[src/rtl/wash_pkg.sv]
// Shared types and default timing constants for the wash timer block.
package wash_pkg;

  typedef enum logic [2:0] {
    StIdle,
    StWashRun,
    StWashDone,
    StSpinRun,
    StSpinDone
  } wash_state_e;

  localparam int unsigned WashCycles = 16;
  localparam int unsigned SpinCycles = 8;
  localparam int unsigned DebCycles  = 4;
  localparam int unsigned CntWidth   = 8;

endpackage

[src/rtl/wash_timer_if.sv]
// Controller <-> wash timer signal bundle; master is the machine controller side.
interface wash_timer_if;

  logic door_close;
  logic soap_wash;
  logic water_wash;
  logic motor_on;
  logic drain_value_on;
  logic level_high_raw;
  logic level_low_raw;

  logic filled;
  logic drained;
  logic cycle_timeout;
  logic spin_timeout;
  logic sensor_fault;
  logic busy;

  modport master (
    output door_close, soap_wash, water_wash, motor_on, drain_value_on,
    output level_high_raw, level_low_raw,
    input  filled, drained, cycle_timeout, spin_timeout, sensor_fault, busy
  );

  modport slave (
    input  door_close, soap_wash, water_wash, motor_on, drain_value_on,
    input  level_high_raw, level_low_raw,
    output filled, drained, cycle_timeout, spin_timeout, sensor_fault, busy
  );

endinterface

[src/rtl/level_debounce.sv]
// Two-flop synchronizer followed by a debouncer for one asynchronous level sensor.
module level_debounce
  import wash_pkg::*;
#(
  parameter int unsigned DEB_CYCLES = DebCycles
) (
  input  logic clk,
  input  logic reset,
  input  logic raw,
  output logic level
);

  localparam int unsigned CntW = (DEB_CYCLES > 1) ? $clog2(DEB_CYCLES) : 1;

  logic [1:0]      sync_q;
  logic [CntW-1:0] cnt_q, cnt_d;
  logic            level_q, level_d;

  // Any sample matching the current level restarts the count, so glitches are dropped.
  always_comb begin
    level_d = level_q;
    cnt_d   = '0;
    if (sync_q[1] != level_q) begin
      if (cnt_q == CntW'(DEB_CYCLES - 1)) begin
        level_d = sync_q[1];
      end else begin
        cnt_d = cnt_q + CntW'(1);
      end
    end
  end

  always_ff @(posedge clk or negedge reset) begin
    if (!reset) begin
      sync_q  <= '0;
      cnt_q   <= '0;
      level_q <= 1'b0;
    end else begin
      sync_q  <= {sync_q[0], raw};
      cnt_q   <= cnt_d;
      level_q <= level_d;
    end
  end

  assign level = level_q;

endmodule

[src/rtl/wash_timer.sv]
// Wash/rinse and spin phase timer with debounced tank level sensors.
module wash_timer
  import wash_pkg::*;
#(
  parameter int unsigned WASH_CYCLES = WashCycles,
  parameter int unsigned SPIN_CYCLES = SpinCycles,
  parameter int unsigned DEB_CYCLES  = DebCycles,
  parameter int unsigned CNT_W       = CntWidth
) (
  input logic         clk,
  input logic         reset,
  wash_timer_if.slave bus
);

  logic high_deb, low_deb;

  level_debounce #(.DEB_CYCLES(DEB_CYCLES)) u_high_deb (
    .clk   (clk),
    .reset (reset),
    .raw   (bus.level_high_raw),
    .level (high_deb)
  );

  level_debounce #(.DEB_CYCLES(DEB_CYCLES)) u_low_deb (
    .clk   (clk),
    .reset (reset),
    .raw   (bus.level_low_raw),
    .level (low_deb)
  );

  wash_state_e      state_q, state_d;
  logic [CNT_W-1:0] cnt_q, cnt_d;
  logic [1:0]       wash_sel_q;
  logic             cycle_timeout_q, spin_timeout_q;

  logic wash_req, spin_req, wash_en, spin_en;
  logic wash_cont, wash_last, spin_last;

  assign wash_req = bus.soap_wash | bus.water_wash;
  assign spin_req = bus.motor_on & bus.drain_value_on;
  assign wash_en  = wash_req & bus.motor_on & bus.door_close;
  assign spin_en  = spin_req & ~wash_req & bus.door_close;

  // A change in which wash input is active forces a trip through idle to restart the count.
  assign wash_cont = wash_req & ({bus.soap_wash, bus.water_wash} == wash_sel_q);
  assign wash_last = wash_en & (cnt_q == CNT_W'(WASH_CYCLES - 1));
  assign spin_last = spin_en & (cnt_q == CNT_W'(SPIN_CYCLES - 1));

  always_ff @(posedge clk or negedge reset) begin
    if (!reset) begin
      state_q         <= StIdle;
      cnt_q           <= '0;
      wash_sel_q      <= '0;
      cycle_timeout_q <= 1'b0;
      spin_timeout_q  <= 1'b0;
    end else begin
      state_q         <= state_d;
      cnt_q           <= cnt_d;
      if (state_q == StIdle) begin
        wash_sel_q <= {bus.soap_wash, bus.water_wash};
      end
      cycle_timeout_q <= (state_d == StWashDone);
      spin_timeout_q  <= (state_d == StSpinDone);
    end
  end

  always_comb begin
    state_d = state_q;
    unique case (state_q)
      StIdle: begin
        if (wash_req) begin
          state_d = StWashRun;
        end else if (spin_req) begin
          state_d = StSpinRun;
        end
      end
      StWashRun: begin
        if (!wash_cont) begin
          state_d = StIdle;
        end else if (wash_last) begin
          state_d = StWashDone;
        end
      end
      StWashDone: begin
        if (!wash_cont) begin
          state_d = StIdle;
        end
      end
      StSpinRun: begin
        if (!spin_req) begin
          state_d = StIdle;
        end else if (spin_last) begin
          state_d = StSpinDone;
        end
      end
      StSpinDone: begin
        if (!spin_req) begin
          state_d = StIdle;
        end
      end
      default: state_d = StIdle;
    endcase
  end

  // Run states are only entered from idle, so holding the count at zero there clears it on entry.
  always_comb begin
    cnt_d = cnt_q;
    if (state_q == StIdle) begin
      cnt_d = '0;
    end else if ((state_q == StWashRun && wash_en) || (state_q == StSpinRun && spin_en)) begin
      if (cnt_q != '1) begin
        cnt_d = cnt_q + CNT_W'(1);
      end
    end
  end

  always_comb begin
    bus.busy          = (state_q != StIdle);
    bus.cycle_timeout = cycle_timeout_q;
    bus.spin_timeout  = spin_timeout_q;
    bus.sensor_fault  = high_deb & low_deb;
    bus.filled        = high_deb & ~low_deb;
    bus.drained       = low_deb & ~high_deb;
  end

endmodule

[src/flat_wrapper.sv]
// flat-port wrapper written by rule: the top's interface ports become plain ports
module wash_timer_flat import wash_pkg::*;
#(
  parameter int unsigned WASH_CYCLES = WashCycles,
  parameter int unsigned SPIN_CYCLES = SpinCycles,
  parameter int unsigned DEB_CYCLES  = DebCycles,
  parameter int unsigned CNT_W       = CntWidth
)
  (clk, reset, bus_door_close, bus_soap_wash, bus_water_wash, bus_motor_on, bus_drain_value_on, bus_level_high_raw, bus_level_low_raw, bus_filled, bus_drained, bus_cycle_timeout, bus_spin_timeout, bus_sensor_fault, bus_busy);
  wash_timer_if bus_i ();
  input logic clk;
  input logic reset;
  input wire logic [$bits(bus_i.door_close)-1:0] bus_door_close;
  input wire logic [$bits(bus_i.soap_wash)-1:0] bus_soap_wash;
  input wire logic [$bits(bus_i.water_wash)-1:0] bus_water_wash;
  input wire logic [$bits(bus_i.motor_on)-1:0] bus_motor_on;
  input wire logic [$bits(bus_i.drain_value_on)-1:0] bus_drain_value_on;
  input wire logic [$bits(bus_i.level_high_raw)-1:0] bus_level_high_raw;
  input wire logic [$bits(bus_i.level_low_raw)-1:0] bus_level_low_raw;
  output wire logic [$bits(bus_i.filled)-1:0] bus_filled;
  output wire logic [$bits(bus_i.drained)-1:0] bus_drained;
  output wire logic [$bits(bus_i.cycle_timeout)-1:0] bus_cycle_timeout;
  output wire logic [$bits(bus_i.spin_timeout)-1:0] bus_spin_timeout;
  output wire logic [$bits(bus_i.sensor_fault)-1:0] bus_sensor_fault;
  output wire logic [$bits(bus_i.busy)-1:0] bus_busy;
  assign bus_i.door_close = bus_door_close;
  assign bus_i.soap_wash = bus_soap_wash;
  assign bus_i.water_wash = bus_water_wash;
  assign bus_i.motor_on = bus_motor_on;
  assign bus_i.drain_value_on = bus_drain_value_on;
  assign bus_i.level_high_raw = bus_level_high_raw;
  assign bus_i.level_low_raw = bus_level_low_raw;
  assign bus_filled = bus_i.filled;
  assign bus_drained = bus_i.drained;
  assign bus_cycle_timeout = bus_i.cycle_timeout;
  assign bus_spin_timeout = bus_i.spin_timeout;
  assign bus_sensor_fault = bus_i.sensor_fault;
  assign bus_busy = bus_i.busy;
  wash_timer #(.WASH_CYCLES(WASH_CYCLES), .SPIN_CYCLES(SPIN_CYCLES), .DEB_CYCLES(DEB_CYCLES), .CNT_W(CNT_W)) u_core (.clk(clk), .reset(reset), .bus(bus_i));
endmodule
[config.mk]
export PLATFORM = sky130hd
export DESIGN_NAME = wash_timer_flat
export DESIGN_NICKNAME = d
export VERILOG_FILES = /design/src/rtl/wash_pkg.sv /design/src/rtl/wash_timer_if.sv /design/src/rtl/level_debounce.sv /design/src/rtl/wash_timer.sv /design/src/flat_wrapper.sv
export SDC_FILE = /design/constraint.sdc
export NUM_CORES = 1
export LEC_CHECK = 0
export BUFFER_PORTS_ARGS = -buffer_cell sky130_fd_sc_hd__buf_4
export CAP_MARGIN = 15
export CORE_MARGIN = 3
export CORE_UTILIZATION = 56
export DETAILED_ROUTE_END_ITERATION = 8
export MAX_ROUTING_LAYER = met4
export PLACE_DENSITY = 0.77
export SLEW_MARGIN = 20
export SYNTH_ARGS = -nofsm -noshare
export SYNTH_HDL_FRONTEND = slang
export SYNTH_SLANG_ARGS = --single-unit
[constraint.sdc]
create_clock -name clk -period 2.35 [get_ports clk]
set_input_delay 0.1175 -clock clk [delete_from_list [all_inputs] [get_ports clk]]
set_output_delay 0.1175 -clock clk [all_outputs]
set_load 0.1 [all_outputs]
* Yosys cells after proc, flatten, opt, wreduce, memory -nomap -nowiden
Cells that the tools add are included.
Storage, ports and cells: register bits 25, output and inout port bits 6, logic and storage cells 69
Operators by class: $add $sub $neg 3, equality and inequality tests 14, multiplexer cells 16, bitwise gates (word level) 15, reductions and logical operators 10
Operators with widths (number):
- $mux 3 | 8
- $mux 8 | 3
- $pmux 3 s5 | 1
- $and 1x1->1 | 11
- $eq 3x2->1 const B | 3
- $add 8x1->8 const B | 1
- $eq 8x3->1 const B | 1
- $eq 8x4->1 const B | 1
- $mux 2 | 4
- $ne 8x8->1 const B | 1
- $eq 3x3->1 const B | 2
- $reduce_and 2->1 | 3
- $add 2x1->2 const B | 2
- $eq 2x2->1 const B | 2
- $reduce_bool 2->1 | 2
- $eq 3x1->1 const B | 1
- $logic_not 3->1 | 1
- $not 1->1 | 3
- $reduce_bool 3->1 | 1
- $eq 2x2->1 | 1
- $logic_and 1x1->1 | 2
- $ne 1x1->1 | 2
- $logic_or 1x1->1 | 1
- $or 1x1->1 | 1

* Logic depth before layout (Yosys ltp)
Gate-level depths: netlist of the first run.
depth after elaboration 9, mapped depth 6

* Hierarchy
Synthesis of the first run repeated with hierarchy kept, for this count alone.
Second synthesis, totals: cells, all modules 123, area total of the unflattened synthesis 1276.2 µm²
By module, submodules not included:
- wash_timer | instances 1, cells each 103, area an instance 928.4 µm², seq. area each 375.4 µm²
- level_debounce | instances 2, cells each 10, area an instance 173.9 µm², seq. area each 125.1 µm²

* Worst setup path before layout of the first run
OpenSTA, ideal clock, no wires.
path kind flip-flop to output port, start register u_core.u_high_deb.level_q, in the netlist u_core.u_high_deb.level, end output port bus_drained, data arrival time 1745 ps, data required time 2233 ps, path slack 488 ps, cell stages (with the launch flop) 2, buffers on the path 0, cell sequence dfrtp_1 nor2b_1
On the way: longest elaborated chain between the ends 2
Ends and longest elaborated chain:
- from (decl) | RTL line level_debounce.sv:17 | logic level_q, level_d;
- from (signal assigned) | RTL line level_debounce.sv:40 | level_q <= level_d;
- $not 1->1 | RTL line wash_timer.sv:123 | bus.drained = low_deb & ~high_deb;
- $and 1x1->1 | RTL line wash_timer.sv:123
- to (decl) | RTL line flat_wrapper.sv:21 | output wire logic [$bits(bus_i.drained)-1:0] bus_drained;
Every way passes these cells.

* Worst setup path in the final report of the first run
start register u_core.cnt_q[0], end register u_core.cnt_q[4]
On the way: longest elaborated chain between the ends 4
Ends and longest elaborated chain:
- from (decl) | RTL line wash_timer.sv:32 | logic [CNT_W-1:0] cnt_q, cnt_d;
- from (signal assigned) | RTL line wash_timer.sv:58 | cnt_q <= cnt_d;
- $add 8x1->8 | RTL line wash_timer.sv:112 | cnt_d = cnt_q + CNT_W'(1);
- $mux 8 | RTL line wash_timer.sv:111 | if (cnt_q != '1) begin
- $mux 8 | RTL line wash_timer.sv:110 | end else if ((state_q == StWashRun && wash_en) || (state_q == StSpinRun && spin_en)) begin
- $mux 8 | RTL line wash_timer.sv:108 | if (state_q == StIdle) begin
Parallel ways exist; a longest one is shown, timed or not. The select of a mux whose other input is x is not followed. A chain may end at the register's enable or synchronous reset.

==> results.md, run 1 <==
- Hold path start: bus_soap_wash
- Nets: 150
- Total wire length: 2390 µm
- Largest net degree at the start of global routing: 26
- CTS Buf Count: 3
- Commonest cells in the netlist: dfrtp_1, nand2_1, a21oi_1, nor3_1, nor2_1
- Synthesized area per cell: between 10 and 15 µm²
- Post-synth EDFFs: 0
- Die height: roughly 53 µm
- Global Route Usage Sum: 0.213
- Top-count cell post-synth: dfrtp_1
- Clock buffer depth: 2
- Setup CP Type: reg2reg
- Status: finished clean
- RSZ-0062 raised after global routing: false
- CTS root buf: clkbuf_4
- Final Total Pwr: ~1400 µW
- Top Ports: 15
- Area leader, netlist: dfrtp_1
- Netlist cell types: 40
- Global placer's final weighted congestion: roughly 0.88
- Global-route wire length before repair: approximately 4200 µm
- Drt first pass iters: 4
- Pwr Density: 976 nW/µm²
- Gr ovfl total: 0
- Multi-input logic area: 574 µm²
- Clock sink total: 25
- Fraction of layout cells with a size suffix above 1: 0.182
- Synth Register Bits: 25
- RR Startpoint: u_core.cnt_q[0]$_DFFE_PN0P_
- Hold Fails Final Rpt: 0
- Vias per cell: roughly 6.0
- Area grow syn2layout: 13.2%
- Hold depth: 3
- Fmax: 548 MHz
- Antenna Cells: 0
- Ys flop type: dfrtp_1
- Min Hold Slack: 0.0654 ns
- Worst path required time: 2.59 ns
- Syn_nets: 131
- Number of global-route vias before repair: 956
- CTS tree: yes
- Setup Skew: between 0.008 and 0.009 ns
- Reg-to-reg slack, setup: ~0.53 ns
- Die Wd: between 50 and 60 µm
- Type of destination of the critical path: register
- Final ANT Viol Nets: 0
- Leakage: 0.000625 µW
- Row count: 16
- Setup bufs post-CTS: 0
- Mapped Area: 1250 µm²
- # fillers: approximately 160
- Drt initial violations: 15
- Critical path data arrival time: 2.07 ns
- Max-slew violation count: 0
- Post-cts sizing count: 0
- Ys async rst share: 1.00
- Initial antenna violation count: 0
- Top Usage Layer GRT: met2
- Initial cell density of the core: 0.613
- Htree depth: 1
- Peak supply drop: approximately 0.65 mV
- Share of the synthesized area in the top cell type: 0.500
- Type of the most critical hold path: in2reg
- Slew HR: 0.719
- DRC: 0
- CP max FO: 9
- Sequential-to-total area share from yosys stat: 0.500
- Routed wire per std cell: about 15 µm
- Worst R2R Path Depth: 5
- Worst Hold End: u_core.wash_sel_q[1]$_DFFE_PN0P_
- Port bufs: 14
- Reg area: ~630 µm²
- CORE AREA: about 2000 µm²
- Setup violations, final: 0
- Worst slew pin tran: approximately 0.42 ns
- Top post-synthesis cells by area: dfrtp_1, nand2_1, a21oi_1
- Grt met3 use: 0.0423
- Setup TNS: 0 ns
- DR vias: 980
- Reg2reg end: u_core.cnt_q[4]$_DFFE_PN0P_
- M2 GR Usage: 0.351
- CTS clock-pin slew for the worst setup and hold paths: approximately 0.12 ns
- Yosys warns: 0
- Post-Syn Instances: 119
- Die ar.: ~2800 µm²
- Clock Latency Late Sink: 0.31 ns
- Met1 usage: 0.245
- Fin crit share: 0.776
- Post-DP HPWL: between 1500 and 2000 µm
- Post-route minimum period: 1.82 ns
- Max-cap violations: 0
- Crit start category: register
critical path: stages (launching register included):
cell	delay, ns
dfrtp_1	0.43
ha_1	0.23
and2_0	0.25
and3_4	0.24
or4_1	0.46
a21oi_1	0.15
timing repair:
action	4_1_cts	5_1_grt
endpoints found under the hold margin	27	0
endpoints found under the setup margin	0	0
hold buffers	3	0
per-stage QoR:
step                setup WS (ns)  area [µm²]  std cells  utilization
floorplan                   0.488        1250        119            -
global placement            0.604        1360        157        0.667
detailed placement          0.547        1360        157        0.667
CTS                         0.530        1420        164        0.694
global route                0.383        1420        164        0.694
finish                      0.526        1420        164        0.694
cells by family after synthesis:
kind of cell | after synthesis | synth area share
adders and majority gates | 3 | 0.0300
buffers and inverters | 8 | 0.0419
xor gates and xnor gates | 3 | 0.0210
and+or+nand+nor | 52 | 0.241
AOI/OAI and AO/OA | 25 | 0.140
muxes | 3 | 0.0270
DFF | 25 | 0.500
report_power, final:
part	switching [µW]	total, µW	internal [µW]
Clock	114	180	66.2
Combinational	428	620	192
Sequential	71.7	584	512
worst max path at each step:
stage	startpoint	end	slack, ns	cells after the start
2_1_floorplan	u_core.u_high_deb.level$_DFFE_PN0P_	bus_drained	0.49	1
3_3_place_gp	u_core.cnt_q[0]$_DFFE_PN0P_	u_core.cnt_q[5]$_DFFE_PN0P_	0.60	5
3_5_place_dp	u_core.cnt_q[0]$_DFFE_PN0P_	u_core.cnt_q[4]$_DFFE_PN0P_	0.55	5
4_1_cts	u_core.cnt_q[0]$_DFFE_PN0P_	u_core.cnt_q[4]$_DFFE_PN0P_	0.53	5
5_1_grt	u_core.cnt_q[0]$_DFFE_PN0P_	u_core.cnt_q[4]$_DFFE_PN0P_	0.38	5
6_report	u_core.cnt_q[0]$_DFFE_PN0P_	u_core.cnt_q[4]$_DFFE_PN0P_	0.53	5
placed cells by master (no fill, tap or decap), types with 2 or more instances in the layout:
| cell type | synthesis | final |
|---|---|---|
| nor3_1 | 8 | 8 |
| dlygate4sd3_1 | 0 | 3 |
| nand3_1 | 3 | 3 |
| ha_1 | 3 | 3 |
| o21a_1 | 2 | 2 |
| dfrtp_1 | 25 | 25 |
| or4_1 | 3 | 3 |
| nand2b_1 | 2 | 2 |
| xnor2_1 | 3 | 3 |
| mux2_2 | 3 | 3 |
| nor2b_1 | 4 | 4 |
| nand2_1 | 12 | 12 |
| clkbuf_4 | 0 | 3 |
| a21oi_1 | 8 | 8 |
| buf_4 | 0 | 15 |
| nor4_1 | 2 | 2 |
| o31ai_1 | 4 | 4 |
| nor2_1 | 5 | 5 |
| inv_1 | 4 | 4 |
| nand4_1 | 3 | 3 |
registers in the layout, indices dropped and copies added, names as in the netlist:
signal and flops:
u_core.bus.cycle_timeout 1, u_core.bus.spin_timeout 1, u_core.cnt_q 8, u_core.state_q 3, u_core.u_high_deb.cnt_q 2, u_core.u_high_deb.level 1
u_core.u_high_deb.sync_q 2, u_core.u_low_deb.cnt_q 2, u_core.u_low_deb.level 1, u_core.u_low_deb.sync_q 2, u_core.wash_sel_q 2
layer usage:
metal	vias to the layer above	part of all wire
li1	477	-
met1	471	0.44
met2	26	0.50
met3	6	0.041
met4	0	0.016
met5	-	0
layout make-up:
| type | instances | area share |
|---|---|---|
| Sequential cell | 25 | 0.441 |
| Multi-Input combinational cell | 86 | 0.405 |
| Timing Repair Buffer | 18 | 0.101 |
| Tap cell | 27 | 0.0238 |
| Clock buffer | 4 | 0.0185 |
| Inverter | 4 | 0.0106 |
(Power assumes the default switching activity.)
==> run 2: changes to the inputs <==
--- a/config.mk
+++ b/config.mk
@@ -8,10 +8,10 @@
 export BUFFER_PORTS_ARGS = -buffer_cell sky130_fd_sc_hd__buf_4
 export CAP_MARGIN = 15
 export CORE_MARGIN = 3
-export CORE_UTILIZATION = 56
+export CORE_UTILIZATION = 50
 export DETAILED_ROUTE_END_ITERATION = 8
 export MAX_ROUTING_LAYER = met4
-export PLACE_DENSITY = 0.77
+export PLACE_DENSITY = 0.73
 export SLEW_MARGIN = 20
 export SYNTH_ARGS = -nofsm -noshare
 export SYNTH_HDL_FRONTEND = slang
==> constraint.sdc (replaced) <==
create_clock -name clk -period 1.6 [get_ports clk]
set_input_delay 0.08 -clock clk [delete_from_list [all_inputs] [get_ports clk]]
set_output_delay 0.08 -clock clk [all_outputs]
set_load 0.1 [all_outputs]
==> run 2 against run 1 <==
Effect of this change:
- fmax up 14%
- critical path type unchanged
- worst hold slack better by 0.036 ns
- combinational power increased by 71%
- setup slack worse by 0.53 ns
- largest power group unchanged
- first-iteration DRC count increased by 120%
- critical endpoint is now u_core.cnt_q[3]$_DFFE_PN0P_
- register-to-register slack got worse by 0.53 ns
- via count rose by 7.6%
- global-route usage shrank 3.1 points
- largest cell class is now multi-input gates
==> results.md, run 2 (synthesis results as in run 1) <==
- Status: finished clean
- Number of flip-flops in the largest register: 8
- Worst slew pin tran: 0.341 ns
- Fraction of layout cells with a size suffix above 1: 0.342
- CTS tree: yes
- Area grow syn2layout: 29.9%
- Worst setup margin: roughly 0.0010 ns
- Worst path required time: 1.87 ns
- Setup violations, final: 0
- Top Ports: 15
- Final Total Pwr: ~2200 µW
- Fin crit share: 0.999
- Routed wire per std cell: between 15 and 20 µm
- Post-route minimum period: 1.60 ns
- Setup Skew: approximately 0.006 ns
- Reg2reg end: u_core.cnt_q[3]$_DFFE_PN0P_
- Global Route Usage Sum: 0.183
- Final ANT Viol Nets: 0
- CP max FO: 7
- Most flops, register: u_core.cnt_q
- Placed inst area: ~1400 µm²
- Total wire length: 2720 µm
- Type of destination of the critical path: register
- Nets: 165
- Die Wd: approximately 56 µm
- # fillers: ~170
- Reg-to-reg slack, setup: 0.001 ns
- Clock sink total: 25
- Critical path data arrival time: 1.87 ns
- Pwr Density: about 1300 nW/µm²
- Post-DP HPWL: 1780 µm
- Setup TNS: 0 ns
- DR vias: around 1.1k
- Crit start category: register
- Hold Fails Final Rpt: 0
- Setup CP Type: reg2reg
- Max-cap violations: 0
- DRC: 0
- Antenna Cells: 0
- Initial cell density of the core: 0.545
- Global placer's final weighted congestion: between 0.8 and 0.9
- Drt first pass iters: 4
- Vias per cell: roughly 5.9
- Initial antenna violation count: 0
- Biggest registers after layout: u_core.cnt_q: 8 flops, u_core.state_q: 3 flops
- Gr ovfl total: 0
- Clock Latency Late Sink: 0.32 ns
- Pre-CTS setup slack: -0.000634 ns
- Slew HR: 0.772
- Die height: about 56 µm
- Commonest cells after routing, fill and taps aside: buf_4, dfrtp_1, nand2_1
- CORE AREA: ~2300 µm²
- Htree depth: 1
- Drt initial violations: 33
- Worst Hold End: u_core.bus.spin_timeout$_DFF_PN0_
- CTS root buf: clkbuf_4
- Die ar.: approximately 3100 µm²
- Largest net degree at the start of global routing: 26
- CTS clock-pin slew for the worst setup and hold paths: approximately 0.14 ns
- RR Startpoint: u_core.cnt_q[1]$_DFFE_PN0P_
- Hold depth: 3
- Type of the most critical hold path: in2reg
- Hold path start: bus_drain_value_on
- Peak supply drop: ~1.3 mV
- Worst R2R Path Depth: 5
- Fmax: roughly 630 MHz
- Leakage: ~0.00071 µW
- Clock buffer depth: 2
- Max-slew violation count: 0
- Leading cell type in the layout, fill and taps excluded: buf_4
- CTS Buf Count: 3
- Number of global-route vias before repair: between 1k and 1.5k
- RSZ-0062 raised after global routing: true
- Global-route wire length before repair: between 4000 and 5000 µm
- Row count: 17
- Design Area, Final: roughly 1600 µm²
- Port bufs: 14
==> run 2: repair_timing <==
item                                   4_1_cts  5_1_grt
setup endpoints to repair                    5       11
setup buffers                                1        4
endpoints found under the hold margin       29        0
hold buffers                                 5        0
gates resized for setup                      6       10
pin swaps                                    0        6
==> run 2: stage by stage <==
step | hold slack (ns) | cells | utilization
after global placement | -0.00314 | 166 | 0.624
after detailed placement | -0.00364 | 166 | 0.624
after global routing | 0.102 | 180 | 0.708
final | 0.101 | 180 | 0.708
after CTS | 0.0778 | 176 | 0.672
after floorplan | -0.216 | 119 | -
==> run 2: power by group <==
| part | switching, µW | internal [µW] | leakage [µW] |
|---|---|---|---|
| clock network | 196 | 95.6 | 0.0000139 |
| logic | 698 | 367 | 0.000375 |
| registers | 87.1 | 753 | 0.000323 |
==> run 2: metal layers <==
layer | up-vias | wire [µm] | share of wire | track usage
met5 | - | 0 | 0 | -
met4 | 0 | 39 | 0.014 | 0.0407
met3 | 8 | 122 | 0.045 | 0.0487
met2 | 25 | 1400 | 0.51 | 0.302
met1 | 513 | 1160 | 0.43 | 0.224
li1 | 508 | - | - | -
==> run 2: critical path: stages (launching register included) <==
cell and delay (ns):
dfrtp_1 0.41, ha_2 0.20, and2_4 0.18, and3_4 0.18, or4_4 0.42, a21oi_2 0.15
==> run 2: area by class of cell <==
| cell class | count | area [µm²] | share of cell area |
|---|---|---|---|
| inverters | 4 | 15.0 | 0.00923 |
| repair buffers | 33 | 264 | 0.162 |
| multi-input cells | 86 | 656 | 0.403 |
| clock inverters | 1 | 7.51 | 0.00462 |
| flip-flops and latches | 25 | 627 | 0.385 |
| well taps | 28 | 35.0 | 0.0215 |
| clock buffers | 3 | 22.5 | 0.0138 |
==> run 2: worst max-delay path by stage <==
| stage | start | to | slack [ns] | cells after the start |
|---|---|---|---|---|
| floorplan | u_core.u_high_deb.level$_DFFE_PN0P_ | bus_drained | -0.22 | 1 |
| global placement | u_core.cnt_q[4]$_DFFE_PN0P_ | u_core.bus.spin_timeout$_DFF_PN0_ | 0.03 | 4 |
| detailed placement | u_core.cnt_q[1]$_DFFE_PN0P_ | u_core.cnt_q[3]$_DFFE_PN0P_ | -0.0006 | 5 |
| CTS | u_core.cnt_q[1]$_DFFE_PN0P_ | u_core.cnt_q[3]$_DFFE_PN0P_ | 0.002 | 5 |
| global route | u_core.state_q[2]$_DFF_PN0_ | u_core.cnt_q[4]$_DFFE_PN0P_ | -0.04 | 4 |
| finish | u_core.cnt_q[1]$_DFFE_PN0P_ | u_core.cnt_q[3]$_DFFE_PN0P_ | 0.001 | 5 |
==> run 3: changes to the inputs <==
--- a/config.mk
+++ b/config.mk
@@ -8,10 +8,9 @@
 export BUFFER_PORTS_ARGS = -buffer_cell sky130_fd_sc_hd__buf_4
 export CAP_MARGIN = 15
 export CORE_MARGIN = 3
-export CORE_UTILIZATION = 50
+export CORE_UTILIZATION = 40
 export DETAILED_ROUTE_END_ITERATION = 8
 export MAX_ROUTING_LAYER = met4
-export PLACE_DENSITY = 0.73
 export SLEW_MARGIN = 20
 export SYNTH_ARGS = -nofsm -noshare
 export SYNTH_HDL_FRONTEND = slang
==> run 3 against run 2 <==
Effect of this change:
- via count grew 4.3%
- global-route usage shrank 1.9 points
- final cell count grew 11%
- count of clock-buffer cells in the layout stayed put
- worst hold slack lost 0.092 ns
- combinational power increased by 8%
==> results.md, run 3 (synthesis results as in run 1) <==
- Number of global-route vias before repair: just over 1k
- Crit path cell chain: ha_4 > and2_4 > buf_6 > nand4_1 > or3_4 > a21oi_2
- Fin cells: between 150 and 200
- Setup Skew: approximately 0.0031 ns
- Max-cap violations: 0
- Fmax: about 630 MHz
- Nets: 170
- Worst path required time: 1.87 ns
- Total wire length: roughly 3000 µm
- CP max stage delay: approximately 0.44 ns
- Critical path depth: 6
- Global placer's final weighted congestion: 0.847
- Clock buffer depth: 2
- Hold Fails Final Rpt: 0
- Global Route Usage Sum: 0.164
- Row count: 19
- CP max FO: 4
- Leading cell type in the layout, fill and taps excluded: buf_4
- CTS Buf Count: 3
- Fraction of layout cells with a size suffix above 1: 0.408
- Clock Latency Late Sink: approximately 0.32 ns
- Delay-heaviest family, CP: simple AND/OR/NAND/NOR gates
- Placed inst area: 1450 µm²
- Pwr Density: about 1300 nW/µm²
- Die ar.: roughly 3800 µm²
- Slew HR: 0.769
- Gr ovfl total: 0
- Area grow syn2layout: 38.8%
- Inst Count DP: 180
- Setup violations, final: 0
- DR vias: around 1.1k
- Die Wd: approximately 62 µm
- Design Area, Final: roughly 1700 µm²
- Biggest registers after layout: u_core.cnt_q: 8 flops, u_core.state_q: 3 flops
- Worst R2R Path Depth: 6
- CTS root buf: clkbuf_4
- CORE AREA: ~2900 µm²
- Crit start category: register
- Type of destination of the critical path: register
- Worst slew pin tran: between 0.3 and 0.4 ns
- Type of the most critical hold path: in2reg
- Worst Path Buf+Inv: 1
- CTS tree: yes
- Die height: between 60 and 70 µm
- Critical path data arrival time: between 1.5 and 2 ns
- Status: finished clean
- Antenna Cells: 0
- Peak supply drop: between 0.6 and 0.7 mV
- Most flops, register: u_core.cnt_q
- Clock sink total: 25
- Post-route minimum period: 1.60 ns
- Slowest CP cell: or3_4
- Post-DP HPWL: between 1500 and 2000 µm
- Final ANT Viol Nets: 0
- Global-route wire length before repair: between 4000 and 5000 µm
- Top Ports: 15
- Max-slew violation count: 0
- Hold depth: 3
- Commonest cells after routing, fill and taps aside: buf_4, dfrtp_1, nand2_1
- Leakage: roughly 0.00074 µW
- Routed wire per std cell: between 15 and 20 µm
- RSZ-0062 raised after global routing: true
- Drt first pass iters: 4
- Setup CP Type: reg2reg
- Largest net degree at the start of global routing: 26
- Htree depth: 1
- DRC: 0
- CTS clock-pin slew for the worst setup and hold paths: around 0.15 ns
- Initial antenna violation count: 0
- Number of flip-flops in the largest register: 8
- Initial cell density of the core: 0.435
- Vias per cell: 5.52
- Drt initial violations: approximately 60
- Fin crit share: 0.999
- Port bufs: 14
run 3: layout make-up:
type,instances,area (µm²)
Clock buffer,3,22.5
Clock inverter,1,7.51
Fill cell,244,1140
Inverter,4,18.8
Multi-Input combinational cell,87,702
Sequential cell,25,626
Tap cell,42,52.6
Timing Repair Buffer,37,309
run 3: worst register-to-register path, cell delays in order, from the launching register on:
cell and delay (ns):
dfrtp_1 0.43, ha_4 0.16, and2_4 0.16, buf_6 0.10, nand4_1 0.13, or3_4 0.44
a21oi_2 0.12
run 3: layer usage:
metal / global-route usage / vias to the layer above / share of wire
met4: 0.0455 / 0 / 0.0066
li1: - / 525 / -
met1: 0.211 / 548 / 0.45
met2: 0.262 / 24 / 0.49
met5: - / - / 0
met3: 0.0310 / 2 / 0.051
run 3: worst paths after layout:
kind | from | to | slack [ns]
max in group asynchronous | reset | u_core.cnt_q[5]$_DFFE_PN0P_ | 1.18
worst max-delay path | u_core.cnt_q[0]$_DFFE_PN0P_ | u_core.state_q[2]$_DFF_PN0_ | 0.002
worst min register to register | u_core.u_low_deb.sync_q[0]$_DFF_PN0_ | u_core.u_low_deb.sync_q[1]$_DFF_PN0_ | 0.37
worst min-delay path | bus_water_wash | u_core.wash_sel_q[0]$_DFFE_PN0P_ | 0.009
worst max register to register | u_core.cnt_q[0]$_DFFE_PN0P_ | u_core.state_q[2]$_DFF_PN0_ | 0.002
min in group asynchronous | reset | u_core.cnt_q[6]$_DFFE_PN0P_ | 0.18
run 3: timing repair:
action / CTS / global route
hold buffers: 3 / 0
endpoints found under the hold margin: 27 / 0
resized for setup: 4 / 23
buffers inserted: 7 / 4
pin swaps: 1 / 8
cloned: 0 / 1
setup endpoints to repair: 3 / 8
run 3: metrics by stage:
stage | utilization | setup TNS (ns) | power, µW | hold WS, ns | worst slack, ns
2_1_floorplan | - | -0.464 | 1570 | -0.216 | -0.225
3_3_place_gp | 0.505 | 0 | 1800 | 0.00225 | 0.0475
3_5_place_dp | 0.505 | 0 | 1830 | 0.00183 | 0.00737
4_1_cts | 0.550 | 0 | 2230 | 0.00287 | 0.00129
5_1_grt | 0.604 | -0.196 | 2410 | 0.0117 | -0.0549
6_report | 0.604 | 0 | 2290 | 0.00857 | 0.00179
run 3: power by group:
| group | leakage, µW | total, µW | switching (µW) | internal [µW] |
|---|---|---|---|---|
| clock network | 0.0000139 | 300 | 204 | 95.6 |
| logic | 0.000403 | 1140 | 723 | 416 |
| registers | 0.000325 | 848 | 95.8 | 753 |
| total | 0.000743 | 2290 | 1020 | 1260 |
